File: config.mk
export PLATFORM = sky130hd
export DESIGN_NAME = uart_rx_fifo
export DESIGN_NICKNAME = d
export VERILOG_FILES = /design/src/rtl/uart_rx_fifo.sv
export SDC_FILE = /design/constraint.sdc
export NUM_CORES = 1
export LEC_CHECK = 0
export ABC_CLOCK_PERIOD_IN_PS = 3600
export BUFFER_PORTS_ARGS = -buffer_cell sky130_fd_sc_hd__buf_4
export CORE_MARGIN = 1.5
export CORE_UTILIZATION = 50
export DETAILED_ROUTE_END_ITERATION = 6
export PLACE_DENSITY = 0.67
export SYNTH_ARGS = -nofsm -noshare
export SYNTH_HDL_FRONTEND = slang
export SYNTH_SLANG_ARGS = --single-unit
File: constraint.sdc
create_clock -name i_clk -period 3.6 [get_ports i_clk]
set_input_delay 0.72 -clock i_clk [delete_from_list [all_inputs] [get_ports i_clk]]
set_output_delay 0.72 -clock i_clk [all_outputs]
set_load 0.05 [all_outputs]
File: src/rtl/uart_rx_fifo.sv
// uart_rx_fifo: first-word-fall-through byte FIFO between uart_rx and uart_interface.
// Buffers received bytes while the interface is busy, so back-to-back UART bytes are
// not lost. A push into a full FIFO is dropped and sets a sticky overflow flag.
// A pop while full makes room for a push in the same cycle.
// Optional feature: define RX_FIFO_ALMOST_FULL_EN to add the registered o_almost_full port.
module uart_rx_fifo #(
    parameter int unsigned NB_DATA    = 8,
    parameter int unsigned DEPTH_LOG2 = 4,
    parameter int unsigned ALMOST_THR = 12
) (
    input  logic                  i_clk,
    input  logic                  i_reset,
    input  logic                  i_wr,
    input  logic [NB_DATA-1:0]    i_wr_data,
    input  logic                  i_rd,
    input  logic                  i_clr_ovf,
    output logic [NB_DATA-1:0]    o_rd_data,
    output logic                  o_empty,
    output logic                  o_full,
    output logic [DEPTH_LOG2:0]   o_count,
    output logic                  o_overflow
`ifdef RX_FIFO_ALMOST_FULL_EN
    ,
    output logic                  o_almost_full
`endif
);

    localparam int unsigned DEPTH = 2 ** DEPTH_LOG2;
    localparam logic [DEPTH_LOG2:0] DEPTH_C = {1'b1, {DEPTH_LOG2{1'b0}}};
    localparam logic [DEPTH_LOG2:0] ALMOST_THR_C = ALMOST_THR[DEPTH_LOG2:0];

    logic [NB_DATA-1:0]    mem [DEPTH];
    logic [DEPTH_LOG2-1:0] wr_ptr_q, wr_ptr_d;
    logic [DEPTH_LOG2-1:0] rd_ptr_q, rd_ptr_d;
    logic [DEPTH_LOG2:0]   count_q, count_d;
    logic                  overflow_q, overflow_d;
    logic                  push, pop, ovf_set;

    assign o_empty    = (count_q == '0);
    assign o_full     = (count_q == DEPTH_C);
    assign o_count    = count_q;
    assign o_overflow = overflow_q;
    assign o_rd_data  = o_empty ? '0 : mem[rd_ptr_q];

    // Accept/drop decisions and next-state for pointers, count and overflow flag
    always_comb begin
        pop      = i_rd && !o_empty;
        // When full, a simultaneous pop frees the slot being written
        push     = i_wr && (!o_full || i_rd);
        ovf_set  = i_wr && o_full && !i_rd;
        wr_ptr_d = push ? wr_ptr_q + 1'b1 : wr_ptr_q;
        rd_ptr_d = pop ? rd_ptr_q + 1'b1 : rd_ptr_q;
        count_d  = count_q;
        unique case ({push, pop})
            2'b10:   count_d = count_q + 1'b1;
            2'b01:   count_d = count_q - 1'b1;
            default: count_d = count_q;
        endcase
        // Set wins over a same-cycle clear
        overflow_d = ovf_set ? 1'b1 : (i_clr_ovf ? 1'b0 : overflow_q);
    end

    // Control state with asynchronous reset
    always_ff @(posedge i_clk or negedge i_reset) begin
        if (!i_reset) begin
            wr_ptr_q   <= '0;
            rd_ptr_q   <= '0;
            count_q    <= '0;
            overflow_q <= 1'b0;
        end else begin
            wr_ptr_q   <= wr_ptr_d;
            rd_ptr_q   <= rd_ptr_d;
            count_q    <= count_d;
            overflow_q <= overflow_d;
        end
    end

    // Storage array, intentionally not reset
    always_ff @(posedge i_clk) begin
        if (push) begin
            mem[wr_ptr_q] <= i_wr_data;
        end
    end

`ifdef RX_FIFO_ALMOST_FULL_EN
    logic almost_full_q;

    // Registered almost-full, evaluated on the count after this edge
    always_ff @(posedge i_clk or negedge i_reset) begin
        if (!i_reset) begin
            almost_full_q <= 1'b0;
        end else begin
            almost_full_q <= (count_d >= ALMOST_THR_C);
        end
    end

    assign o_almost_full = almost_full_q;
`else
    logic unused_almost_thr;
    assign unused_almost_thr = ^ALMOST_THR_C;
`endif

endmodule

Word level (Yosys, flattened, before mapping):

Memories as Yosys holds them, arrays and structs flattened.
Cells that the tools add are included.

* output and inout bits: 16
* memory bits (writable): 128
* memories kept: 1
* bits in registers: 14
* bits of input ports: 13

Memories
* mem: depth 16, width 8, read ports 1, clocked after memory_dff 0, write ports 1, RTL line 32 `logic [NB_DATA-1:0] mem [DEPTH];`

* equal/unequal tests: 3
* muxes and demuxes: 6
* $add $sub $neg: 4
* reduce and logical (&&, ||, !) cells: 11

Operator list (number)
* $pmux 5 s2: 1
* $add 4x1->4 const B: 2
* $mux 8: 1
* $add 5x1->5 const B: 1
* $eq 5x5->1 const B: 1
* $logic_not 5->1: 1
* $sub 5x1->5 const B: 1
* $logic_and 1x1->1: 4
* $mux 1: 4
* $reduce_bool 2->1: 2
* $logic_not 1->1: 3
* $eq 2x1->1 const B: 1
* $eq 2x2->1 const B: 1
* $logic_or 1x1->1: 1

Longest topological paths before layout:

Gate-level depths: netlist of the first run.

* depth in word-level cells: 6
* mapped depth: 13

Least setup slack after synthesis of the first run:

No wires, ideal clock.

* path kind: register to register
* start point: register count_q[2] (netlist: o_count[2])
* end point: register count_q[4] (netlist: o_count[4])
* period minus slack after synthesis: 3318 ps
* arrival time: 3174 ps
* data required time: 3456 ps
* cell stages (with the launch flop): 14
* slack: 282 ps
* setup time: 144 ps
* path through: dfrtp_1 buf_6 or3_4 o31a_1 buf_2 inv_2 ha_1 clkbuf_1 xor2_1 ha_1 o211ai_1 nor4bb_1 a2111oi_0 o211ai_1

* longest elaborated chain between the ends: 6

RTL lines
* from (decl): RTL line 35 `logic [DEPTH_LOG2:0] count_q, count_d;`
* from (signal assigned): RTL line 73 `count_q <= count_d;`
* $eq 5x5->1: RTL line 40 `assign o_full = (count_q == DEPTH_C);`
* $logic_not 1->1: RTL line 49 `push = i_wr && (!o_full || i_rd);`
* $logic_or 1x1->1: RTL line 49
* $logic_and 1x1->1: RTL line 49
* $eq 2x1->1 or $eq 2x2->1 (tied branches): RTL line 54 `unique case ({push, pop})`
* $pmux 5 s2 or $reduce_bool 2->1 (tied branches)

Parallel ways exist; a longest one is shown, timed or not.
A chain may end at the register's enable or synchronous reset.

Worst setup path in the final report of the first run:

* start point: register rd_ptr_q[1]
* end point: output port o_rd_data[7]

* longest elaborated chain between the ends: 2

RTL lines
* from (decl): RTL line 34 `logic [DEPTH_LOG2-1:0] rd_ptr_q, rd_ptr_d;`
* from (signal assigned): RTL line 72 `rd_ptr_q <= rd_ptr_d;`
* $mem_v2 16x8
* $mux 8: RTL line 43 `assign o_rd_data = o_empty ? '0 : mem[rd_ptr_q];`
* to (decl): RTL line 17 `output logic [NB_DATA-1:0] o_rd_data,`

Every way passes these cells.

==> run_results.csv, run 1 <==
group,metric,value,unit
synth,ys.flop_type,"edfxtp_1",
synth,synth_commonest_cells,"128 x edfxtp_1, 32 x mux4_2, 14 x dfrtp_1",
synth,synth_edf_count,128,
detailed_routing,via_count,2932,
critical_path,startpoint,"rd_ptr_q[1]",
floorplan,die_y,112,um
critical_path,cpPeakStageDelay,710,ps
critical_path,worstSetupPathType,"register to output port",
timing,hold_slack,146,ps
critical_path,r2r_slack,340,ps
floorplan,coreArea,11500,sq um
global_route,grt_antenna_before_repair,0,
synth,synth_top_area_cell,"edfxtp_1",
synth,yosysWarnings,0,
synth,async_flop_share,9.86,%
timing,slew_violations,0,
timing,fin_setup_tns,0,ps
timing,period_minus_slack,3370,ps
floorplan,initial_core_util,51.4,%
run,max_cap_viol_count,0,
critical_path,arrival,2650,ps
final_layout,diodes,0,
floorplan,dieArea,12500,sq um
cts,numCtsBuffers,17,
floorplan,ioPinCount,29,
synth,ys_seq_area_share,71.1,%
detailed_routing,wl,11.1,mm
detailed_routing,drtIter0Drc,302,
place,portBuffers,28,
synth,synth.ff_latch_count,142,
place,postPlaceCellArea,6310,sq um
detailed_routing,avgViaCountPerCell,5.73,
global_route,grt_pass1_wl,17.6,mm
synth,synth.cell_area,5900,sq um
critical_path,timing.rr.end,"o_count[4]",
place,place_ws,314,ps
synth,syn-num-nets,338,
cts,clk_latency,410,ps
detailed_routing,drc,0,
timing,rsz0062_at_grt,"false",
synth,synth.most_common_cell,"edfxtp_1",
cts,post_cts_buffers,0,
timing,setup_slack,231,ps
timing,fin_crit_sh,93.6,%
global_route,grt_use_total,19.8,%
synth,synth_top_area_share,65.2,%
cts,cts_hold_buffers,0,
critical_path,reg2reg_from,"o_count[0]",
final_layout,final_util,59.8,%
detailed_routing,ant_nets,0,
global_route,grt_overflow,0,
synth,syn_inst,316,
critical_path,worstPathRequired,2880,ps
outcome,status,"complete, no violations",
timing,fin_worst_skew,5.36,ps
synth,ys_types,44,
cts,cts_root_buf,"clkbuf_16",
final_layout,final_nets,379,
floorplan,die_w,112,um
cts,cts_tree,"yes",
critical_path,worst_setup_path_end_kind,"output port",
cts,clock_sinks,142,
timing,worst_pin_slew,884,ps
critical_path,crit_family,"multiplexers",
detailed_routing,drtPass1Iterations,4,
critical_path,crit_slowest_cell,"dfrtp_4",
final_layout,final_cell_area,6850,sq um
detailed_routing,avgRoutedWirePerCell,21.6,um
place,gp_congestion,0.748,
critical_path,crit_fanout,24,
timing,slew_headroom,40.9,%
timing,hold_viol,0,
pwr,p_leak,2.36,nW
synth,synthTopCellsByArea,"edfxtp_1 65%, mux4_2 12%, dfrtp_1 5.9%",
floorplan,fp-row-count,39,
critical_path,ff2ff_path_depth,10,
critical_path,critPathLaunchType,"register",
timing,fmax,297,MHz
timing,setup_viol,0,
pwr,powerDensity,867,nW/um^2
final_layout,drive_gt1_share,32.0,%
cts,cts.clk_slew.worst_paths,50,ps
critical_path,cp_cell_sequence,"mux4_2 > mux2_2 > o21ai_0 > a21oi_1 > buf_4",
global_route,grt_pass1_vias,3046,
synth,syn_avg_cell_area,18.7,sq um
pwr,ir_drop,0.00102,V
critical_path,crit_buf_inv,1,
global_route,grt_max_degree,25,
place,dpl.hpwl,7.12,mm
final_layout,area_growth,16.2,%
worst_hold_path,hold_path_class,"primary input to async pin",
cts,cts_max_path_buffers,2,
cts,cts_max_level,4,
-- routing by layer --
metal / wire length [um] / up-vias / track usage [%] / share of wire (%)
met5: 0 / - / 0 / 0
met4: 126 / 0 / 6.84 / 1.1
met3: 628 / 7 / 5.39 / 5.7
met2: 5370 / 84 / 31.3 / 49
met1: 4930 / 1498 / 26.8 / 45
li1: - / 1343 / - / -
-- sequential cells by signal, indices dropped and copies added, names as in the netlist --
name and cells:
o_count 5, o_overflow 1, rd_ptr_q 4, mem 128
wr_ptr_q 4
-- kinds of logic after synthesis --
kind of cell	after synthesis	synth area share, %
fa+ha+maj	9	1.91
compound gates	30	3.12
buf+inv	31	2.52
mux	50	15.5
flops	142	71.1
xor+xnor	10	1.49
simple gates	44	4.31
-- cell type report --
cell class / instances / area [sq um]
inverters: 10 / 37.5
clock buffers: 19 / 433
repair buffers: 43 / 323
fillers: 819 / 4610
clock inverters: 12 / 103
well taps: 143 / 179
flip-flops and latches: 142 / 4200
multi-input cells: 143 / 1580
-- per-stage QoR --
stage | instances | total power [mW]
2_1_floorplan | 316 | 3.81
6_report | 512 | 5.94
4_1_cts | 512 | 6.00
5_1_grt | 512 | 6.23
3_5_place_dp | 481 | 4.40
3_3_place_gp | 481 | 4.37
-- cell usage in the layout (no fill, tap or decap), drive strengths merged, types with 3 or more instances in the layout --
| cell type | netlist | routed |
|---|---|---|
| ha | 9 | 9 |
| dfrtp | 14 | 14 |
| inv | 10 | 10 |
| mux2i | 8 | 8 |
| and2 | 5 | 5 |
| edfxtp | 128 | 128 |
| nand3 | 3 | 3 |
| a21oi | 9 | 9 |
| nor4 | 5 | 5 |
| buf | 11 | 43 |
| clkbuf | 10 | 19 |
| mux2 | 10 | 10 |
| clkinv | 0 | 10 |
| mux4 | 32 | 32 |
| o21ai | 10 | 10 |
| nor2 | 11 | 11 |
| nand2 | 6 | 6 |
| xnor2 | 8 | 8 |
-- worst register-to-register path: cells and delay by family (launching register included) --
family | cells | cell delay (ps)
DFF | 1 | 430
adders and majority gates | 2 | 660
xor gates and xnor gates | 1 | 210
buffers and inverters | 1 | 180
AOI/OAI and AO/OA | 4 | 1040
and+or+nand+nor | 2 | 600
-- power by group --
part	leakage [nW]	switching (mW)	total [mW]	internal [mW]
logic	0.773	1.18	2.06	0.880
clock network	0.265	0.599	1.59	0.993
registers	1.32	0.250	2.28	2.03
total	2.36	2.03	5.94	3.91
-- worst max path at each step --
stage / to / slack (ps) / cells past startpoint
2_1_floorplan: o_count[4] / 280 / 13
3_3_place_gp: o_count[4] / 420 / 10
3_5_place_dp: o_count[4] / 310 / 10
4_1_cts: o_rd_data[7] / 20 / 5
5_1_grt: o_count[4] / 60 / 10
6_report: o_rd_data[7] / 230 / 5
-- repair_timing --
action	4_1_cts	5_1_grt
endpoints found under the hold margin	0	0
gates resized for setup	0	1
endpoints found under the setup margin	0	6
Note: power is estimated with default switching activity, not from simulation.
==> run 2, diff against run 1 <==
Settings changed: CORE_MARGIN 1.5 to 5.
==> run 2 against run 1 <==
Effect of this change: worst setup slack improved by 100 ps; sequential cell count unchanged; critical endpoint unchanged; register-to-register slack about the same; clock power decreased by 5%; critical path depth unchanged; count of clock-buffer cells in the layout increased by 2; power decreased by 1.7%; hold slack improved by 15 ps; combinational power about the same; cell count decreased by 0.98%; die area increased by 13%; global-route usage decreased by 3.1 points.
==> run_results.csv, run 2 (synthesized netlist as in run 1, its figures left out) <==
group,metric,value,unit
timing,fin_crit_sh,90.7,%
detailed_routing,ant_nets,0,
timing,slew_headroom,41.2,%
critical_path,reg2reg_from,"o_count[0]",
cts,cts.clk_slew.worst_paths,50,ps
global_route,grt_pass1_vias,3082,
final_layout,drive_gt1_share,30.5,%
detailed_routing,wl,10.8,mm
cts,cts_root_buf,"clkbuf_16",
final_layout,top_register,"mem",
outcome,status,"complete, no violations",
floorplan,die_y,119,um
cts,post_cts_buffers,0,
timing,rsz0062_at_grt,"false",
cts,clock_sinks,142,
floorplan,fp-row-count,39,
timing,period_minus_slack,3270,ps
place,dpl.hpwl,7.19,mm
timing,fmax,306,MHz
run,max_cap_viol_count,0,
worst_hold_path,hold_path_class,"primary input to async pin",
critical_path,arrival,2550,ps
global_route,grt_pass1_wl,17.3,mm
critical_path,timing.rr.end,"o_count[4]",
global_route,grt_max_degree,21,
critical_path,crit_fanout,20,
critical_path,worst_setup_path_end_kind,"output port",
cts,cts_tree,"yes",
detailed_routing,avgViaCountPerCell,5.78,
place,portBuffers,28,
final_layout,largest_register_ffs,128,
floorplan,dieArea,14100,sq um
timing,worst_pin_slew,879,ps
detailed_routing,via_count,2930,
pwr,ir_drop,0.00114,V
final_layout,area_growth,15.1,%
timing,setup_viol,0,
detailed_routing,drc,0,
floorplan,coreArea,11500,sq um
detailed_routing,drtPass1Iterations,4,
floorplan,die_w,119,um
final_layout,final_nets,373,
critical_path,ff2ff_path_depth,10,
global_route,grt_use_total,16.6,%
floorplan,initial_core_util,51.4,%
timing,fin_setup_tns,0,ps
timing,hold_viol,0,
global_route,grt_antenna_before_repair,0,
place,gp_congestion,0.760,
critical_path,worstPathRequired,2880,ps
final_layout,final_cell_area,6790,sq um
place,postPlaceCellArea,6270,sq um
cts,clk_latency,400,ps
timing,fin_worst_skew,4.08,ps
detailed_routing,drtIter0Drc,258,
detailed_routing,avgRoutedWirePerCell,21.3,um
floorplan,ioPinCount,29,
final_layout,fill_cells,841,
pwr,powerDensity,860,nW/um^2
final_layout,final_common_cell,"edfxtp_1",
pwr,p_leak,2.31,nW
critical_path,worstSetupPathType,"register to output port",
cts,numCtsBuffers,17,
final_layout,final_cell_mix,"128 x edfxtp_1, 37 x buf_4, 32 x mux4_2",
timing,slew_violations,0,
cts,cts_max_path_buffers,2,
critical_path,r2r_slack,340,ps
critical_path,critPathLaunchType,"register",
cts,cts_max_level,4,
final_layout,diodes,0,
global_route,grt_overflow,0,
## run 2: layout make-up
class / count / area, sq um / share of cell area, %
well taps: 143 / 179 / 2.64
clock buffers: 21 / 440 / 6.49
clock inverters: 11 / 75.1 / 1.11
multi-input cells: 143 / 1580 / 23.3
inverters: 10 / 37.5 / 0.553
flip-flops and latches: 142 / 4200 / 61.8
repair buffers: 37 / 278 / 4.09
## run 2: worst max path at each step
stage                 from      endpoint  slack (ps)  cells after the start
2_1_floorplan   o_count[2]    o_count[4]         280                     13
3_3_place_gp          i_rd    o_count[4]         460                     10
3_5_place_dp    o_count[0]    o_count[4]         340                     10
4_1_cts        rd_ptr_q[1]  o_rd_data[7]         110                      5
5_1_grt         o_count[0]    o_count[4]          10                     10
6_report       rd_ptr_q[1]  o_rd_data[7]         330                      5
## run 2: critical path, stage by stage, from the launching register on
cell and delay (ps):
dfrtp_4 660, mux4_2 570, mux2_2 270, o21ai_0 280
a21oi_1 110, buf_4 240
## run 2: timing repair
item / in CTS / in global routing
resized for setup: 0 / 1
endpoints found under the hold margin: 0 / 0
endpoints found under the setup margin: 0 / 1
hold buffers: 0 / 0
## run 2: report_power, final
group / internal [mW] / switching, mW / leakage (nW)
Sequential: 2.03 / 0.239 / 1.32
Combinational: 0.868 / 1.19 / 0.740
Clock: 0.929 / 0.579 / 0.250
## run 2: layer usage
metal  routed length [um]  GRT usage [%]  part of all wire, %
met4                  198           6.80                  1.8
met5                    0              0                    0
met3                  525           4.49                  4.9
met2                 5420           25.9                   50
met1                 4670           22.4                   43
## run 2: stage by stage
stage,total power [mW],cells,util (%),hold WS (ps),setup slack [ps]
2_1_floorplan,3.81,316,-,424,282
3_3_place_gp,4.35,475,54.7,496,460
3_5_place_dp,4.38,475,54.7,480,342
4_1_cts,5.91,507,59.2,143,115
5_1_grt,6.14,507,59.2,142,10.9
6_report,5.84,507,59.2,161,334
